### config.mk
export PLATFORM = sky130hd
export DESIGN_NAME = dev_bus_arbiter
export DESIGN_NICKNAME = d
export VERILOG_FILES = /design/src/rtl/dev_bus_arbiter.sv
export SDC_FILE = /design/constraint.sdc
export NUM_CORES = 1
export LEC_CHECK = 0
export BUFFER_PORTS_ARGS = -buffer_cell sky130_fd_sc_hd__clkbuf_2
export CORE_ASPECT_RATIO = 1.4
export CORE_MARGIN = 5
export CORE_UTILIZATION = 42
export DETAILED_ROUTE_END_ITERATION = 10
export PLACE_DENSITY = 0.77
export SYNTH_ARGS = -nofsm -noshare
export SYNTH_HDL_FRONTEND = slang
export SYNTH_SLANG_ARGS = --single-unit
### constraint.sdc
create_clock -name clk -period 1.95 [get_ports clk]
set_input_delay 0.2925 -clock clk [delete_from_list [all_inputs] [get_ports clk]]
set_output_delay 0.2925 -clock clk [all_outputs]
set_load 0.02 [all_outputs]
### src/rtl/dev_bus_arbiter.sv
// dev_bus_arbiter: round-robin arbiter sharing the device bus (DM bridge, timer0, timer1)
// between the CPU MEM-stage data port (m0) and the DMA/debug port (m1).
// Each grant runs one latency-counted access and returns a one-cycle ack with read data.
// Optional feature: define DEV_ARB_LOCK_EN to add m0_lock and the LOCKED state, which
// reserves the bus for m0 across an atomic read-modify-write sequence.
module dev_bus_arbiter #(
  parameter int unsigned DM_LAT   = 1,
  parameter int unsigned DEV_LAT  = 2,
  parameter logic [31:0] BAD_DATA = 32'hbbbbbbbb
) (
  input  logic        clk,
  input  logic        reset_n,
  // master 0: CPU data port
  input  logic        m0_req,
  input  logic [31:0] m0_addr,
  input  logic [31:0] m0_wd,
  input  logic [3:0]  m0_byteen,
`ifdef DEV_ARB_LOCK_EN
  input  logic        m0_lock,
`endif
  output logic        m0_ack,
  output logic        m0_err,
  output logic [31:0] m0_rd,
  // master 1: DMA/debug port
  input  logic        m1_req,
  input  logic [31:0] m1_addr,
  input  logic [31:0] m1_wd,
  input  logic [3:0]  m1_byteen,
  output logic        m1_ack,
  output logic        m1_err,
  output logic [31:0] m1_rd,
  // CPU exception entry: blocks new m1 grants
  input  logic        int_req,
  // bridge side
  output logic [31:0] dev_addr,
  output logic [31:0] dev_wd,
  output logic [3:0]  dev_byteen,
  input  logic [31:0] dev_rd,
  output logic        gnt_id
);

  localparam logic [1:0] StIdle   = 2'd0;
  localparam logic [1:0] StBusy   = 2'd1;
  localparam logic [1:0] StDone   = 2'd2;
`ifdef DEV_ARB_LOCK_EN
  localparam logic [1:0] StLocked = 2'd3;
`endif

  localparam logic [1:0] RegDm  = 2'd0;
  localparam logic [1:0] RegTmr = 2'd1;
  localparam logic [1:0] RegBad = 2'd2;

  localparam logic [3:0] DmCnt  = 4'(DM_LAT);
  localparam logic [3:0] DevCnt = 4'(DEV_LAT);

  // Address map: DM below 0x3000, two 12-byte timer windows, everything else unmapped.
  function automatic logic [1:0] decode(input logic [31:0] a);
    if (a < 32'h0000_3000) begin
      return RegDm;
    end else if ((a >= 32'h0000_7f00 && a <= 32'h0000_7f0b) ||
                 (a >= 32'h0000_7f10 && a <= 32'h0000_7f1b)) begin
      return RegTmr;
    end else begin
      return RegBad;
    end
  endfunction

  logic [1:0]  state_q, state_d;
  logic [3:0]  cnt_q, cnt_d;
  logic        gnt_id_q;
  logic [29:0] addr_q;
  logic [31:0] wd_q;
  logic [3:0]  be_q;
  logic [1:0]  region_q;
  logic        first_q;
  logic [31:0] m0_rd_q, m1_rd_q;
`ifdef DEV_ARB_LOCK_EN
  logic [3:0]  wdog_q;
`endif

  logic        m1_elig;
  logic        gnt_valid;
  logic        gnt_sel;
  logic [31:0] req_addr;
  logic [31:0] req_wd;
  logic [3:0]  req_be;
  logic [1:0]  req_region;
  logic        busy_last;

  // Grant decision: round-robin in IDLE, m0-only while LOCKED.
  always_comb begin
    m1_elig   = m1_req & ~int_req;
    gnt_valid = 1'b0;
    gnt_sel   = 1'b0;
    case (state_q)
      StIdle: begin
        if (m0_req && m1_elig) begin
          gnt_valid = 1'b1;
          gnt_sel   = ~gnt_id_q;
        end else if (m0_req) begin
          gnt_valid = 1'b1;
          gnt_sel   = 1'b0;
        end else if (m1_elig) begin
          gnt_valid = 1'b1;
          gnt_sel   = 1'b1;
        end
      end
`ifdef DEV_ARB_LOCK_EN
      StLocked: begin
        if (m0_req) begin
          gnt_valid = 1'b1;
          gnt_sel   = 1'b0;
        end
      end
`endif
      default: begin
        gnt_valid = 1'b0;
        gnt_sel   = 1'b0;
      end
    endcase
  end

  // Payload of the master being granted this cycle, plus its region.
  always_comb begin
    req_addr   = gnt_sel ? m1_addr   : m0_addr;
    req_wd     = gnt_sel ? m1_wd     : m0_wd;
    req_be     = gnt_sel ? m1_byteen : m0_byteen;
    req_region = decode(req_addr);
  end

  assign busy_last = (state_q == StBusy) && (cnt_q == 4'd1);

  // Next-state and latency counter.
  always_comb begin
    state_d = state_q;
    cnt_d   = cnt_q;
    case (state_q)
      StIdle: begin
        if (gnt_valid) begin
          if (req_region == RegBad) begin
            state_d = StDone;
          end else begin
            state_d = StBusy;
            cnt_d   = (req_region == RegDm) ? DmCnt : DevCnt;
          end
        end
      end
      StBusy: begin
        cnt_d = cnt_q - 4'd1;
        if (cnt_q == 4'd1) begin
          state_d = StDone;
        end
      end
      StDone: begin
        state_d = StIdle;
`ifdef DEV_ARB_LOCK_EN
        // An m0 completion with lock held keeps the bus reserved for m0.
        if (!gnt_id_q && m0_lock) begin
          state_d = StLocked;
        end
`endif
      end
`ifdef DEV_ARB_LOCK_EN
      StLocked: begin
        if (gnt_valid) begin
          if (req_region == RegBad) begin
            state_d = StDone;
          end else begin
            state_d = StBusy;
            cnt_d   = (req_region == RegDm) ? DmCnt : DevCnt;
          end
        end else if (wdog_q == 4'hf) begin
          // 16th consecutive idle cycle from m0: give up the lock.
          state_d = StIdle;
        end
      end
`endif
      default: begin
        state_d = StIdle;
      end
    endcase
  end

  // State register and latency counter.
  always_ff @(posedge clk or negedge reset_n) begin
    if (!reset_n) begin
      state_q <= StIdle;
      cnt_q   <= 4'd0;
    end else begin
      state_q <= state_d;
      cnt_q   <= cnt_d;
    end
  end

  // Transaction latches captured at grant; first_q marks the single write-strobe cycle.
  always_ff @(posedge clk or negedge reset_n) begin
    if (!reset_n) begin
      gnt_id_q <= 1'b1;
      addr_q   <= 30'd0;
      wd_q     <= 32'd0;
      be_q     <= 4'd0;
      region_q <= RegDm;
      first_q  <= 1'b0;
    end else if (gnt_valid) begin
      gnt_id_q <= gnt_sel;
      addr_q   <= req_addr[31:2];
      wd_q     <= req_wd;
      be_q     <= req_be;
      region_q <= req_region;
      first_q  <= 1'b1;
    end else if (state_q == StBusy) begin
      first_q  <= 1'b0;
    end
  end

  // Per-master read data: bridge data on the last BUSY cycle, BAD_DATA for unmapped.
  always_ff @(posedge clk or negedge reset_n) begin
    if (!reset_n) begin
      m0_rd_q <= 32'd0;
      m1_rd_q <= 32'd0;
    end else if (gnt_valid && (req_region == RegBad)) begin
      if (gnt_sel) begin
        m1_rd_q <= BAD_DATA;
      end else begin
        m0_rd_q <= BAD_DATA;
      end
    end else if (busy_last) begin
      if (gnt_id_q) begin
        m1_rd_q <= dev_rd;
      end else begin
        m0_rd_q <= dev_rd;
      end
    end
  end

`ifdef DEV_ARB_LOCK_EN
  // Watchdog: consecutive LOCKED cycles without an m0 request.
  always_ff @(posedge clk or negedge reset_n) begin
    if (!reset_n) begin
      wdog_q <= 4'd0;
    end else if (state_q == StLocked && !m0_req) begin
      wdog_q <= wdog_q + 4'd1;
    end else begin
      wdog_q <= 4'd0;
    end
  end
`endif

  // Outputs: acks come straight from DONE so reset clears them immediately.
  always_comb begin
    m0_ack     = (state_q == StDone) & ~gnt_id_q;
    m1_ack     = (state_q == StDone) &  gnt_id_q;
    m0_err     = m0_ack & (region_q == RegBad);
    m1_err     = m1_ack & (region_q == RegBad);
    m0_rd      = m0_rd_q;
    m1_rd      = m1_rd_q;
    dev_addr   = {addr_q, 2'b00};
    dev_wd     = wd_q;
    dev_byteen = ((state_q == StBusy) && first_q) ? be_q : 4'd0;
    gnt_id     = gnt_id_q;
  end

endmodule

==> results_dict.tcl, run 1 <==
set metrics [dict create \
    outcome "completed" \
    rr_worst_depth 6 \
    arrival_ps 2180 \
    cts.sinks 140 \
    setup_violations 0 \
    min-delay-start "dev_rd[30]" \
    cts-root-buf "clkbuf_16" \
    pwr-share-seq_pct 39.4 \
    critPathKind "in2reg" \
    p_per_area_nw_per_um2 944 \
    p_sw_mw 2.54 \
    fp.dieH_um 154 \
    nets 1130 \
    synth_top_area_share_pct 55.9 \
    r2r_slack_ps 70 \
    cp_num_buf_inv 2 \
    cts_max_level 4 \
    wl_per_cell_um 17.3 \
    clockBufferDepth 2 \
    yosys_most_used_dff "dfrtp_1" \
    dp_hpwl_um 14800 \
    clk_latency_ps 410 \
    timing.final.ws_setup_ps 53.8 \
    vias_per_cell 5.29 \
    grt_pass1_vias 6111 \
    yosysWarnings 0 \
    dpl_cell_area_um2 8190 \
    area_growth_pct 44.0 \
    whs_endpoint "m0_rd[30]$_DFFE_PN0P_" \
    peakVddDrop_mv 0.550 \
    synth_edf_count 0 \
    ys_top_cells_by_area "dfrtp_1 (56%), nand2_1 (9.1%), a31oi_1 (6.7%)" \
    drt-total-wl_um 20100 \
    required_ps 2240 \
    period_share_pct 97.2 \
    synth_cell_types 52 \
    final_cell_mix "clkbuf_2 (305), nand2_1 (149), dfrtp_1 (139), nor2_1 (73), a31oi_1 (67)" \
    core-area_um2 14500 \
    mostFrequentLayoutCell "clkbuf_2" \
    max_freq_mhz 527 \
    first_iter_violations 437 \
    num_rows 52 \
    cp_top_family "simple AND/OR/NAND/NOR gates" \
    finalHoldViolations 0 \
    antenna_found_initial 0 \
    grt_max_degree 51 \
    cp_slowest_cell "or4b_4" \
    critPathCaptureType "register" \
    dr_total_vias 6118 \
    hold_depth 3 \
    cts_tree "built" \
    grt_overflow_total 0 \
    timing.rr.start "state_q[1]$_DFFE_PN0P_" \
    slowest_delay_ps 540 \
    finalClockSkew_ps 7.47 \
    ys_ff_latch 140 \
    rr_endpoint "m0_rd[20]$_DFFE_PN0P_" \
    remaining_drc_errors 0 \
    synthArstFlopShare_pct 100 \
    p_int_mw 5.91 \
    slew_headroom_pct 65.5 \
    syn_inst 635 \
    drive_above_1_share_pct 41.7 \
    yosysSeqAreaShare_pct 56.4 \
    finalPower_mw 8.45 \
    switching_share_pct 30.1 \
    layout_min_cycle_time_ps 1900 \
    start_util_pct 42.9 \
    pwr-share-clk_pct 40.2 \
    pin_count 310 \
    drt-pass1-iter-count 5 \
    synth_area_leader_cell "dfrtp_1" \
    avgSynthCellArea_um2 9.79 \
    cp-start-kind "input port" \
    die-area_um2 17400 \
    die_w_um 113 \
    leakagePower_nw 4.15 \
    worst-path-max-fanout 10 \
    drv_cap 0 \
    diodes 0 \
    utilization_pct 61.7 \
    report.final.slew_viol_count 0 \
    cts_buffers 17 \
    cp_cell_sequence "clkbuf_2 -> or4b_4 -> nor4_4 -> mux2i_4 -> o21a_4 -> buf_12 -> o32a_1" \
    io_buffers 307 \
    place.gp.congestion 0.911 \
    tightest_slew_ps 517 \
    combinationalPowerShare_pct 20.4 \
    antenna_left 0 \
    min_path_type "in2reg" \
    grt_usage_pct 22.1 \
    fin_area_um2 8950 \
    pre_cts_ws_ps -286 \
    cts.clk_slew.worst_paths_ps 60 \
    syn_area_um2 6220 \
    grt_pass1_wl_um 30900 \
]
-- final cells by class --
class | count | area [µm²]
Inverter | 12 | 45.0
Clock inverter | 14 | 184
Timing Repair Buffer | 348 | 2010
Sequential cell | 140 | 3500
Tap cell | 189 | 236
Clock buffer | 18 | 439
Fill cell | 1268 | 5560
Multi-Input combinational cell | 436 | 2530
-- synth_stat cells (all sizes together) (2+ instances only) --
library cell,number
nand2,150
dfrtp,139
nor2,75
a31oi,67
clkbuf,33
o22a,24
o32a,24
buf,16
inv,12
nor4,11
a22o,9
and3,8
o31ai,8
a21oi,6
nand3,6
a211oi,5
nor2b,4
nand4,3
nor3,3
a22oi,2
and2,2
ha,2
mux2i,2
nand2b,2
nand4b,2
or4b,2
xnor2,2
-- registers in the layout, indices dropped and copies added (netlist names) --
| name | flops |
|---|---|
| addr_q | 30 |
| be_q | 4 |
| cnt_q | 4 |
| dev_wd | 32 |
| first_q | 1 |
| gnt_id | 1 |
| m0_rd | 32 |
| m1_rd | 32 |
| region_q | 2 |
| state_q | 2 |
-- logic make-up after synthesis --
family	after synthesis	share of synthesized area, %
other	1	0.0603
adder cells (fa/ha/maj)	2	0.402
flip-flops	140	56.4
XOR/XNOR	3	0.423
AND/OR/NAND/NOR	272	19.2
AO/OA/AOI/OAI	153	18.8
multiplexers	3	0.503
buffers and inverters	61	4.27
-- repair_timing --
| action | CTS | global route |
|---|---|---|
| hold buffers | 1 | 0 |
| setup endpoints to repair | 5 | 58 |
| buffers inserted | 0 | 2 |
| hold endpoints to repair | 44 | 0 |
| resized for setup | 3 | 14 |
| cloned | 0 | 2 |
| pin swaps | 0 | 2 |
-- metal layers --
metal	GRT usage (%)	part of all wire [%]
met1	25.8	38
met2	37.5	51
met3	4.64	6.0
met4	12.5	4.5
met5	0	0
-- tightest hold or removal path, stage by stage --
cell and delay, ps:
clkbuf_2 90, nand2_1 40, o31ai_1 50
-- worst max path at each step --
stage | depth (start not counted) | startpoint | slack, ps | end
finish | 7 | m1_addr[7] | 50 | m0_rd[20]$_DFFE_PN0P_
detailed placement | 7 | m1_addr[7] | -290 | m0_rd[26]$_DFFE_PN0P_
CTS | 7 | cnt_q[1]$_DFFE_PN0P_ | 10 | m0_rd[1]$_DFFE_PN0P_
global placement | 6 | m1_addr[7] | -250 | m0_rd[0]$_DFFE_PN0P_
global route | 6 | state_q[1]$_DFFE_PN0P_ | -20 | m0_rd[8]$_DFFE_PN0P_
floorplan | 6 | m1_addr[7] | -50 | m0_rd[28]$_DFFE_PN0P_
-- power groups by stage --
stage,sequential (mW),clock (mW),combinational [mW]
global route,3.37,3.59,1.86
floorplan,3.69,0,0.571
CTS,3.33,3.48,1.69
finish,3.33,3.40,1.72
global placement,3.37,0,1.66
detailed placement,3.38,0,1.68
-- per-stage QoR --
stage | std cells | setup TNS, ps | hold WS, ps
floorplan | 636 | -1030 | -3.09
global placement | 1120 | -8120 | 260
detailed placement | 1120 | -9260 | 259
CTS | 1153 | 0 | 79.8
global route | 1157 | -92.6 | 106
finish | 1157 | 0 | 97.4
Note: power is estimated with default switching activity, not from simulation.
==> run 2, diff against run 1 <==
- CTS_BUF_LIST: unset -> sky130_fd_sc_hd__clkbuf_16
==> run 2 against run 1 <==
- first-iteration DRC count is 2.7% higher
- power shrank 0.48%
- largest power group unchanged
- combinational power barely moved
- sequential cell count stayed put
- die area stayed put
- via count hardly changed
- count of clock-buffer cells in the layout decreased by 1
- sequential power hardly changed
- register-to-register slack barely moved
- non-clock buffer count did not move
- core utilization decreased by 0.069 points
- worst hold slack gained 9.7 ps
==> results_dict.tcl, run 2 (synthesized netlist as in run 1, its figures left out) <==
set metrics [dict create \
    wl_per_cell_um 17.3 \
    dp_hpwl_um 14800 \
    grt_max_degree 51 \
    rr_endpoint "m0_rd[20]$_DFFE_PN0P_" \
    slew_headroom_pct 65.6 \
    leakagePower_nw 4.15 \
    critPathCaptureType "register" \
    clk_latency_ps 400 \
    die-area_um2 17400 \
    diodes 0 \
    rr_worst_depth 6 \
    grt_usage_pct 22.1 \
    finalClockSkew_ps 6.72 \
    tightest_slew_ps 516 \
    antenna_found_initial 0 \
    cp_top_family "simple AND/OR/NAND/NOR gates" \
    period_share_pct 97.3 \
    fin_area_um2 8940 \
    cts-root-buf "clkbuf_16" \
    cts.sinks 140 \
    grt_pass1_vias 6100 \
    worst-path-max-fanout 10 \
    grt_pass1_wl_um 30900 \
    drt-pass1-iter-count 4 \
    cts_tree "built" \
    critPathKind "in2reg" \
    first_iter_violations 449 \
    io_buffers 307 \
    vias_per_cell 5.29 \
    nets 1130 \
    min_path_type "in2reg" \
    antenna_left 0 \
    cp_cell_sequence "clkbuf_2 -> or4b_4 -> nor4_4 -> mux2i_4 -> o21a_4 -> buf_12 -> o32a_1" \
    startpoint "m1_addr[7]" \
    drive_above_1_share_pct 41.6 \
    peakVddDrop_mv 0.550 \
    setup_violations 0 \
    pin_count 310 \
    arrival_ps 2180 \
    drt-total-wl_um 20000 \
    dr_total_vias 6124 \
    r2r_slack_ps 70 \
    cp_slowest_cell "or4b_4" \
    max_freq_mhz 527 \
    slowest_delay_ps 540 \
    final_cell_mix "clkbuf_2 (305), nand2_1 (149), dfrtp_1 (139), nor2_1 (73), a31oi_1 (67)" \
    area_growth_pct 43.9 \
    core-area_um2 14500 \
    outcome "completed" \
    die_w_um 113 \
    grt_overflow_total 0 \
    holdWs_ps 107 \
    start_util_pct 42.9 \
    cts.clk_slew.worst_paths_ps 60 \
    remaining_drc_errors 0 \
    finalHoldViolations 0 \
    endpoint "m0_rd[20]$_DFFE_PN0P_" \
    required_ps 2230 \
    mostFrequentLayoutCell "clkbuf_2" \
    timing.rr.start "state_q[1]$_DFFE_PN0P_" \
    path_depth 7 \
    layout.cells.non_filler 1157 \
    layout_min_cycle_time_ps 1900 \
    drv_cap 0 \
    dpl_cell_area_um2 8190 \
    p_per_area_nw_per_um2 940 \
    place.gp.congestion 0.911 \
    cp-start-kind "input port" \
    dp.cells 1120 \
    clockBufferDepth 2 \
    num_rows 52 \
    report.final.slew_viol_count 0 \
    cp_num_buf_inv 2 \
    cts_buffers 17 \
    fp.dieH_um 154 \
    cts_max_level 4 \
]
run 2: cell types whose count changed in the layout (fill, tap and decap cells not counted):
cell,delta
clkinv_1,+1
clkbuf_8,-1
run 2: how the worst min path moves through the flow:
stage | start | endpoint | depth (start not counted)
4_1_cts | dev_rd[30] | m0_rd[30]$_DFFE_PN0P_ | 3
5_1_grt | m1_wd[2] | dev_wd[2]$_DFFE_PN0P_ | 3
2_1_floorplan | reset_n | addr_q[0]$_DFFE_PN0P_ | 0
3_5_place_dp | reset_n | addr_q[22]$_DFFE_PN0P_ | 1
6_report | dev_rd[30] | m0_rd[30]$_DFFE_PN0P_ | 3
3_3_place_gp | reset_n | m1_rd[10]$_DFFE_PN0P_ | 1
run 2: repair_timing:
action,CTS,global route
pin swaps,0,2
endpoints found under the hold margin,44,0
endpoints found under the setup margin,5,58
setup buffers,0,2
hold buffers,1,0
gates cloned,0,2
gates resized for setup,3,14
run 2: power breakdown:
group          leakage [nW]  internal [mW]  total (mW)  switching (mW)
registers              1.49           3.18        3.33           0.150
clock network         0.298           2.04        3.36            1.32
logic                  2.36          0.649        1.72            1.07
total                  4.15           5.87        8.41            2.54
run 2: metrics by stage:
step	utilization [%]	TNS, ps	setup WS, ps	total power [mW]
floorplan	-	-1030	-47.7	4.26
global placement	56.5	-8120	-250	5.03
detailed placement	56.5	-9260	-286	5.06
CTS	60.8	0	11.8	8.46
global route	61.6	-66.7	-12.6	8.78
finish	61.6	0	52.0	8.41
run 2: metal layers:
| metal | routed length, µm | track usage (%) | part of all wire (%) |
|---|---|---|---|
| met5 | 0 | 0 | 0 |
| met4 | 868 | 12.0 | 4.3 |
| met3 | 1220 | 4.52 | 6.1 |
| met2 | 10200 | 37.5 | 51 |
| met1 | 7710 | 25.9 | 39 |
run 2: worst min-delay path, delay by kind of cell:
family | cells | cell delay (ps)
compound gates | 1 | 50
buf+inv | 1 | 90
simple gates | 1 | 40
run 2: final cells by class:
class / instances / area, µm²
clock inverters: 15 / 188
multi-input cells: 436 / 2530
fillers: 1268 / 5570
well taps: 189 / 236
clock buffers: 17 / 425
inverters: 12 / 45.0
flip-flops and latches: 140 / 3500
repair buffers: 348 / 2010
